File: src/rtl/ocd_frame_rx_if.sv
// Debug frame receiver bus: UART byte strobe in, assembled frame and error status out.
// master = receiver (ocd_frame_rx), slave = byte source / frame consumer.
interface ocd_frame_rx_if #(
    parameter int unsigned PAYLOAD_BYTES = 4
);
    logic                         rx_valid;
    logic [7:0]                   rx_data;
    logic                         frame_valid;
    logic                         frame_ready;
    logic [7:0]                   frame_cmd;
    logic [8*PAYLOAD_BYTES-1:0]   frame_payload;
    logic                         err_pulse;
    logic [1:0]                   err_code;
    logic                         busy;

    modport master (
        input  rx_valid, rx_data, frame_ready,
        output frame_valid, frame_cmd, frame_payload, err_pulse, err_code, busy
    );

    modport slave (
        output rx_valid, rx_data, frame_ready,
        input  frame_valid, frame_cmd, frame_payload, err_pulse, err_code, busy
    );
endinterface

File: src/rtl/ocd_frame_rx.sv
// On-chip-debugger frame receiver: sync hunt, cmd + payload assembly, timeout/overflow detection.
// Define OCD_FRAME_CHECKSUM_EN to require a trailing mod-256 checksum byte per frame.
module ocd_frame_rx #(
    parameter int unsigned PAYLOAD_BYTES  = 4,
    parameter logic [7:0]  SYNC0          = 8'h5A,
    parameter logic [7:0]  SYNC1          = 8'hA5,
    parameter int unsigned TIMEOUT_CYCLES = 100000
) (
    input logic             clk,
    input logic             reset_n,
    ocd_frame_rx_if.master  bus
);
    localparam int unsigned PW = 8 * PAYLOAD_BYTES;
    localparam int unsigned CW = $clog2(PAYLOAD_BYTES + 1);
    localparam int unsigned TW = $clog2(TIMEOUT_CYCLES + 1);
    localparam logic [CW-1:0] LAST = CW'(PAYLOAD_BYTES - 1);
    localparam logic [TW-1:0] TMAX = TW'(TIMEOUT_CYCLES);

    localparam logic [1:0] ERR_TIMEOUT  = 2'd1;
    localparam logic [1:0] ERR_OVERFLOW = 2'd3;
`ifdef OCD_FRAME_CHECKSUM_EN
    localparam logic [1:0] ERR_CHECKSUM = 2'd2;
`endif

    typedef enum logic [2:0] {
        S_SYNC0   = 3'd0,
        S_SYNC1   = 3'd1,
        S_CMD     = 3'd2,
        S_PAYLOAD = 3'd3
`ifdef OCD_FRAME_CHECKSUM_EN
        ,S_CHK    = 3'd4
`endif
    } state_t;

    state_t          state_q, state_d;
    logic [CW-1:0]   cnt_q, cnt_d;
    logic [TW-1:0]   tmo_q, tmo_d;
    logic [7:0]      cmd_sh_q, cmd_sh_d;
    logic [PW-1:0]   pay_sh_q, pay_sh_d;
    logic            fv_q, fv_d;
    logic [7:0]      fcmd_q, fcmd_d;
    logic [PW-1:0]   fpay_q, fpay_d;
    logic            err_pulse_q, err_pulse_d;
    logic [1:0]      err_code_q, err_code_d;
    logic            busy_q, busy_d;
    logic            complete;
`ifdef OCD_FRAME_CHECKSUM_EN
    logic [7:0]      sum_q, sum_d;
`endif

    // Next-state, shadow assembly and output update.
    always_comb begin
        state_d     = state_q;
        cnt_d       = cnt_q;
        tmo_d       = tmo_q;
        cmd_sh_d    = cmd_sh_q;
        pay_sh_d    = pay_sh_q;
        fv_d        = fv_q;
        fcmd_d      = fcmd_q;
        fpay_d      = fpay_q;
        err_pulse_d = 1'b0;
        err_code_d  = err_code_q;
        complete    = 1'b0;
`ifdef OCD_FRAME_CHECKSUM_EN
        sum_d       = sum_q;
`endif

        if (fv_q && bus.frame_ready) begin
            fv_d = 1'b0;
        end

        // Inter-byte timeout; a byte in the limit cycle pre-empts it.
        if (state_q == S_SYNC0 || bus.rx_valid) begin
            tmo_d = '0;
        end else if (tmo_q == TMAX) begin
            tmo_d       = '0;
            state_d     = S_SYNC0;
            err_pulse_d = 1'b1;
            err_code_d  = ERR_TIMEOUT;
        end else begin
            tmo_d = tmo_q + TW'(1);
        end

        if (bus.rx_valid) begin
            case (state_q)
                S_SYNC0: begin
                    if (bus.rx_data == SYNC0) state_d = S_SYNC1;
                end
                S_SYNC1: begin
                    if (bus.rx_data == SYNC1)      state_d = S_CMD;
                    else if (bus.rx_data != SYNC0) state_d = S_SYNC0;
                end
                S_CMD: begin
                    cmd_sh_d = bus.rx_data;
                    cnt_d    = '0;
                    state_d  = S_PAYLOAD;
`ifdef OCD_FRAME_CHECKSUM_EN
                    sum_d    = bus.rx_data;
`endif
                end
                S_PAYLOAD: begin
                    pay_sh_d = PW'({pay_sh_q, bus.rx_data});
`ifdef OCD_FRAME_CHECKSUM_EN
                    sum_d    = 8'(sum_q + bus.rx_data);
`endif
                    if (cnt_q == LAST) begin
`ifdef OCD_FRAME_CHECKSUM_EN
                        state_d  = S_CHK;
`else
                        state_d  = S_SYNC0;
                        complete = 1'b1;
`endif
                    end else begin
                        cnt_d = cnt_q + CW'(1);
                    end
                end
`ifdef OCD_FRAME_CHECKSUM_EN
                S_CHK: begin
                    state_d = S_SYNC0;
                    if (8'(sum_q + bus.rx_data) == 8'h00) begin
                        complete = 1'b1;
                    end else begin
                        err_pulse_d = 1'b1;
                        err_code_d  = ERR_CHECKSUM;
                    end
                end
`endif
                default: state_d = S_SYNC0;
            endcase
        end

        // A held, unaccepted frame makes the new one an overflow.
        if (complete) begin
            if (!fv_q || bus.frame_ready) begin
                fv_d   = 1'b1;
                fcmd_d = cmd_sh_d;
                fpay_d = pay_sh_d;
            end else begin
                err_pulse_d = 1'b1;
                err_code_d  = ERR_OVERFLOW;
            end
        end

        busy_d = (state_d != S_SYNC0);
    end

    always_ff @(posedge clk or negedge reset_n) begin
        if (!reset_n) begin
            state_q     <= S_SYNC0;
            cnt_q       <= '0;
            tmo_q       <= '0;
            cmd_sh_q    <= '0;
            pay_sh_q    <= '0;
            fv_q        <= 1'b0;
            fcmd_q      <= '0;
            fpay_q      <= '0;
            err_pulse_q <= 1'b0;
            err_code_q  <= '0;
            busy_q      <= 1'b0;
`ifdef OCD_FRAME_CHECKSUM_EN
            sum_q       <= '0;
`endif
        end else begin
            state_q     <= state_d;
            cnt_q       <= cnt_d;
            tmo_q       <= tmo_d;
            cmd_sh_q    <= cmd_sh_d;
            pay_sh_q    <= pay_sh_d;
            fv_q        <= fv_d;
            fcmd_q      <= fcmd_d;
            fpay_q      <= fpay_d;
            err_pulse_q <= err_pulse_d;
            err_code_q  <= err_code_d;
            busy_q      <= busy_d;
`ifdef OCD_FRAME_CHECKSUM_EN
            sum_q       <= sum_d;
`endif
        end
    end

    assign bus.frame_valid   = fv_q;
    assign bus.frame_cmd     = fcmd_q;
    assign bus.frame_payload = fpay_q;
    assign bus.err_pulse     = err_pulse_q;
    assign bus.err_code      = err_code_q;
    assign bus.busy          = busy_q;

endmodule

File: src/flat_wrapper.sv
// flat-port wrapper written by rule: the top's interface ports become plain ports
module ocd_frame_rx_flat 
#(
    parameter int unsigned PAYLOAD_BYTES  = 4,
    parameter logic [7:0]  SYNC0          = 8'h5A,
    parameter logic [7:0]  SYNC1          = 8'hA5,
    parameter int unsigned TIMEOUT_CYCLES = 100000
)
  (clk, reset_n, bus_rx_valid, bus_rx_data, bus_frame_ready, bus_frame_valid, bus_frame_cmd, bus_frame_payload, bus_err_pulse, bus_err_code, bus_busy);
  ocd_frame_rx_if #(.PAYLOAD_BYTES(PAYLOAD_BYTES)) bus_i ();
  input logic clk;
  input logic reset_n;
  input wire logic [$bits(bus_i.rx_valid)-1:0] bus_rx_valid;
  input wire logic [$bits(bus_i.rx_data)-1:0] bus_rx_data;
  input wire logic [$bits(bus_i.frame_ready)-1:0] bus_frame_ready;
  output wire logic [$bits(bus_i.frame_valid)-1:0] bus_frame_valid;
  output wire logic [$bits(bus_i.frame_cmd)-1:0] bus_frame_cmd;
  output wire logic [$bits(bus_i.frame_payload)-1:0] bus_frame_payload;
  output wire logic [$bits(bus_i.err_pulse)-1:0] bus_err_pulse;
  output wire logic [$bits(bus_i.err_code)-1:0] bus_err_code;
  output wire logic [$bits(bus_i.busy)-1:0] bus_busy;
  assign bus_i.rx_valid = bus_rx_valid;
  assign bus_i.rx_data = bus_rx_data;
  assign bus_i.frame_ready = bus_frame_ready;
  assign bus_frame_valid = bus_i.frame_valid;
  assign bus_frame_cmd = bus_i.frame_cmd;
  assign bus_frame_payload = bus_i.frame_payload;
  assign bus_err_pulse = bus_i.err_pulse;
  assign bus_err_code = bus_i.err_code;
  assign bus_busy = bus_i.busy;
  ocd_frame_rx #(.PAYLOAD_BYTES(PAYLOAD_BYTES), .SYNC0(SYNC0), .SYNC1(SYNC1), .TIMEOUT_CYCLES(TIMEOUT_CYCLES)) u_core (.clk(clk), .reset_n(reset_n), .bus(bus_i));
endmodule
File: config.mk
export PLATFORM = sky130hd
export DESIGN_NAME = ocd_frame_rx_flat
export DESIGN_NICKNAME = d
export VERILOG_FILES = /design/src/rtl/ocd_frame_rx_if.sv /design/src/rtl/ocd_frame_rx.sv /design/src/flat_wrapper.sv
export SDC_FILE = /design/constraint.sdc
export NUM_CORES = 1
export LEC_CHECK = 0
export ABC_AREA = 1
export BUFFER_PORTS_ARGS = -buffer_cell sky130_fd_sc_hd__buf_2
export CAP_MARGIN = 10
export CELL_PAD_IN_SITES_DETAIL_PLACEMENT = 1
export CELL_PAD_IN_SITES_GLOBAL_PLACEMENT = 1
export CORE_ASPECT_RATIO = 1.1
export CORE_MARGIN = 10
export CORE_UTILIZATION = 25
export DETAILED_ROUTE_END_ITERATION = 10
export PLACE_DENSITY = 0.57
export SLEW_MARGIN = 15
export SYNTH_ARGS = -nofsm -noshare
export SYNTH_HDL_FRONTEND = slang
export SYNTH_SLANG_ARGS = --single-unit
File: constraint.sdc
create_clock -name clk -period 2.35 [get_ports clk]
set_input_delay 0.1175 -clock clk [delete_from_list [all_inputs] [get_ports clk]]
set_output_delay 0.1175 -clock clk [all_outputs]
set_load 0.05 [all_outputs]
; ---- Word-level counts from Yosys, hierarchy flattened
; Index checks and enable logic that the tools add are counted.
[totals]
register_bits = 108
output_inout_bits = 45
wordCells = 61
[classes]
addsub = 2
eq_ne = 9
muxes = 30
reduce_logical = 9
[ops]
columns = operator, count
row1 = 32-bit two-way mux, 2
row2 = 17-bit two-way mux, 2
row3 = 3-bit two-way mux, 8
row4 = "17-bit by 1-bit adder with 17-bit output, second input constant", 1
row5 = "17-bit == test, second input constant", 1
row6 = 8-bit two-way mux, 2
row7 = 3-bit one-hot mux with 4 select lines, 1
row8 = 1-bit two-way mux, 10
row9 = "3-bit by 2-bit == test with 1-bit output, second input constant", 3
row10 = "8-bit by 7-bit == test with 1-bit output, second input constant", 1
row11 = "8-bit == test, second input constant", 1
row12 = 2-bit two-way mux, 4
row13 = "8-bit by 7-bit != test with 1-bit output, second input constant", 1
row14 = 3-bit one-hot mux with 2 select lines, 1
row15 = "3-bit by 1-bit adder with 3-bit output, second input constant", 1
row16 = "3-bit by 1-bit == test with 1-bit output, second input constant", 1
row17 = 3-bit logical NOT, 1
row18 = 3-bit AND reduction, 1
row19 = 3-bit nonzero test, 1
row20 = 1-bit logical OR, 2
row21 = "2-bit != test, second input constant", 1
row22 = 2-bit AND reduction, 1
row23 = 2-bit nonzero test, 1
row24 = 1-bit logical AND, 1
row25 = 1-bit logical NOT, 1

; ---- Longest topological paths before layout
[logic_depth]
word_depth = 8
mapped_depth = 9

; ---- Worst setup path before layout
; No wires, ideal clock.
[synth_timing]
kind = reg2reg
from = register u_core.state_q[2]
to = register u_core.fpay_q[23] (netlist: u_core.bus.frame_payload[23])
setup_time_ps = 128
arrival_ps = 1474
t_required_ps = 2222
path_slack_ps = 749
stages_incl_launch_ff = 8
period_less_slack_ps = 1601
cell_sequence = dfrtp_1 -> inv_1 -> nand3_2 -> nor2_4 -> nand2_2 -> nor2_4 -> buf_6 -> mux2_1
[synth_between]
elab_chain_cells = 4
word_cells_on_any_way = 6
cone_classes = 1 x eq/ne / 4 x mux / 1 x reduce/logical
[synth_rtl]
columns = item, line_no
row1 = from (decl), ocd_frame_rx.sv:35  ; state_t state_q, state_d;
row2 = from (signal assigned), ocd_frame_rx.sv:164  ; state_q <= state_d;
row3 = 3-bit by 2-bit == test with 1-bit output (*), ocd_frame_rx.sv:85  ; case (state_q)
row4 = 1-bit two-way mux, ocd_frame_rx.sv:85
row5 = 1-bit two-way mux, ocd_frame_rx.sv:84  ; if (bus.rx_valid) begin
row6 = 2-bit AND reduction (no source line), n/a
row7 = to (signal assigned), ocd_frame_rx.sv:171  ; fpay_q <= fpay_d;
row8 = to (decl), ocd_frame_rx.sv:42  ; logic [PW-1:0] fpay_q, fpay_d;
; Mark *: on every way between the ends. The rest lies on a longest branch, timed or not.
; A chain may end at the register's enable or synchronous reset.

; ---- Worst setup path in the final report
[layout_timing]
from = register u_core.state_q[2]
to = register u_core.fpay_q[11] (netlist: u_core.bus.frame_payload[11])
; Same word-level chain as after synthesis.

==> out/metrics.cfg <==
[cts]
cts_tree=yes
cts_root_buffer=clkbuf_16
cts_inserted_buffers=9
cts.sinks=108
htree_levels=3
cts_max_path_buffers=2
cts_resized=0
clk_pin_slew_ns=0.08
clk_latency_ns=0.36

[power]
p_switching_mw=1.21
p_seq_share_pct=51.7
total_power_mw=4.33
switching_share_pct=27.9
powerDensity_nw_per_um2=785
clkPwrFrac_pct=36.6
peakVddDrop_mv=0.372
p_leak_nw=2.81
p_int_mw=3.12
comb_power_share_pct=11.7

[hold_path]
hp-class=primary input to flip-flop
hold-path-cell-count=4
whs_endpoint=u_core.state_q[2]
hold_start=bus_rx_valid

[sta]
setup_viol=0
timing.final.crit_share_pct=72.6
slew_headroom_pct=57.8
grt_setup_unrepaired=false
finalSetupTns_ns=0
worst_slew_pin_slew_ns=0.634
slew_violations=0
finalHoldViolations=0
timing.fmax_ghz=0.586
finalClockSkew_ns=0.0131
fin_crit_ns=1.71

[floorplan]
num_rows=51
core_sq_um=17900
start_util_pct=25.7
die_height_um=162
die_area_sq_um=24200
ios=57
chipWidth_um=149

[detailed_routing]
num_vias=3249
drc=0
routed_wl_mm=11.1
viasPerCell=4.25
wire_per_inst_um=14.5
first_iter_violations=166
drtAntennaViolNets=0
firstDrtPassIters=4

[placement]
port_buffers=56
gp_congestion=0.758
dpl.hpwl_mm=8.15
dp_cells=746

[setup_path]
worst_setup_path_start_kind=flip-flop
cp_data_arrival_time_ns=1.95
critPathSlowestCell=dfrtp_1
crit_top_cell=nor2_4
crit_chain=inv_1, nand3_2, nor2_4, nand2_2, nor2_4, buf_12, mux2_2
regToRegStartpoint=u_core.state_q[2]
critPathMaxStageDelay_ns=0.38
crit_path_end_kind=flip-flop
cpLargestDelayFamily=simple AND/OR/NAND/NOR gates
reg2reg_slack_ns=0.64
r2r-end=u_core.bus.frame_payload[11]
crit_required_ns=2.60
ff2ff_path_depth=7
path_buf_inv=2
crit_fanout=31
crit_type=flip-flop to flip-flop

[flow_run]
drv_cap=0

[grt]
track_usage_pct=9.68
grt_pass1_wl_mm=18.8
overflow=0
grt_max_degree=47
antenna_found_initial=0
grt_pass1_vias=3593

[finish]
drive_above_1_share_pct=23.2
num_antenna_cells=0
final_nets=537
utilization_pct=30.9
instances_no_fill=764
syn2layout_area_growth_pct=20.1

[synth]
synth.ff_latch_count=108
synth_area_leader_cell=dfrtp_1
synth.avg_cell_area_sq_um=10.1
yosys_warnings=0
synth.net_count=472
synth_top_cell_area_share_pct=58.8
synthTopCellsByArea=dfrtp_1, nand2_1, mux2_2, nor2_1, mux2_4
ys_seq_area_share_pct=58.8
ys_types=29
synthesis.area_sq_um=4590
syn_inst=456

[run_status]
status=complete, no violations

==> how the worst max path moves through the flow <==
| stage | cells past startpoint | end | slack [ns] | start |
|---|---|---|---|---|
| finish | 7 | u_core.bus.frame_payload[11] | 0.64 | u_core.state_q[2] |
| global route | 5 | u_core.tmo_q[9] | 0.47 | u_core.tmo_q[0] |
| CTS | 7 | u_core.bus.frame_payload[11] | 0.62 | u_core.state_q[2] |
| detailed placement | 7 | u_core.bus.frame_payload[11] | 0.62 | u_core.state_q[2] |
| global placement | 7 | u_core.bus.frame_cmd[3] | 0.69 | u_core.state_q[2] |
| floorplan | 7 | u_core.bus.frame_payload[23] | 0.75 | u_core.state_q[2] |
==> worst min-delay path: stages <==
cell and delay [ns]:
buf_2 0.12, nor2_1 0.05, nand2_1 0.06, inv_1 0.05
==> power by group through the flow <==
stage	sequential, mW	combinational, mW	clock [mW]
after detailed placement	2.28	0.516	0
final	2.24	0.509	1.59
after global placement	2.27	0.488	0
after global routing	2.27	0.609	1.73
after floorplan	2.26	0.319	0
after CTS	2.24	0.524	1.65
==> state kept, by name, indices dropped and copies added (netlist names) <==
name                      cells
u_core.bus.frame_cmd          8
u_core.tmo_q                 17
u_core.state_q                3
u_core.bus.busy               1
u_core.cmd_sh_q               8
u_core.bus.frame_valid        1
u_core.cnt_q                  3
u_core.bus.err_pulse          1
u_core.pay_sh_q              32
u_core.bus.frame_payload     32
u_core.bus.err_code           2
==> metal layers <==
layer,part of all wire [%],GRT usage (%),vias up
met3,2.6,2.45,6
met1,46,11.9,1612
met2,50,16.0,35
met5,0,0,-
li1,-,-,1596
met4,1.1,3.35,0
==> cells in the final DEF, fill, tap and decap left out, drive strengths merged <==
master	count
clkinv	4
inv	38
buf	63
o21ai	22
nor3b	4
nor3	11
or2	2
nand2	130
nand3	20
nor2	49
o22ai	1
nand4	4
o21bai	1
a21oi	2
clkinvlp	1
dfrtp	108
clkbuf	10
bufinv	1
and2	1
xor2	7
a22o	1
ha	4
mux2	40
dlygate4sd3	2
==> synth_stat cells <==
library cell and number:
nand4_1 4, inv_1 34, nor2_1 46, nor2_4 2, a22o_1 1, nor2_2 1, nand3_2 2, mux2_1 6
clkinv_1 2, mux2_4 9, inv_2 2, dfrtp_1 108, buf_6 4, or2_2 2, nor3_1 11, xor2_1 7
nand3_1 18, and2_1 1, nor3b_1 4, o21bai_1 1, nand2_1 129, o21ai_1 10, o22ai_1 1, mux2_2 25
buf_2 7, o21ai_0 12, a21oi_1 2, ha_1 4, nand2_2 1
==> cell type report <==
| class | instances | area (sq um) |
|---|---|---|
| clock buffer | 10 | 229 |
| multi-input combinational | 299 | 1670 |
| fill | 2115 | 12400 |
| tap | 238 | 298 |
| inverter | 38 | 143 |
| clock inverter | 6 | 82.6 |
| timing repair buffer | 65 | 393 |
| sequential | 108 | 2700 |
==> metrics by stage <==
step	area, sq um	setup slack [ns]	hold WS (ns)
after floorplan	4590	0.749	-0.178
after global placement	5180	0.693	0.195
after detailed placement	5180	0.619	0.196
after CTS	5520	0.619	0.0670
after global routing	5520	0.472	0.0962
final	5520	0.644	0.0850
==> what timing repair did <==
item / in CTS / in global routing
hold buffers: 2 / 0
hold endpoints to repair: 44 / 0
setup buffers: 0 / 0
==> cells by family after synthesis <==
family / count (synthesis) / synth area share (%)
compound gates: 27 / 3.10
flops: 108 / 58.8
mux: 40 / 10.5
buf+inv: 49 / 4.85
fa+ha+maj: 4 / 1.09
simple gates: 221 / 20.3
xor+xnor: 7 / 1.33
Note: power is estimated with default switching activity, not from simulation.
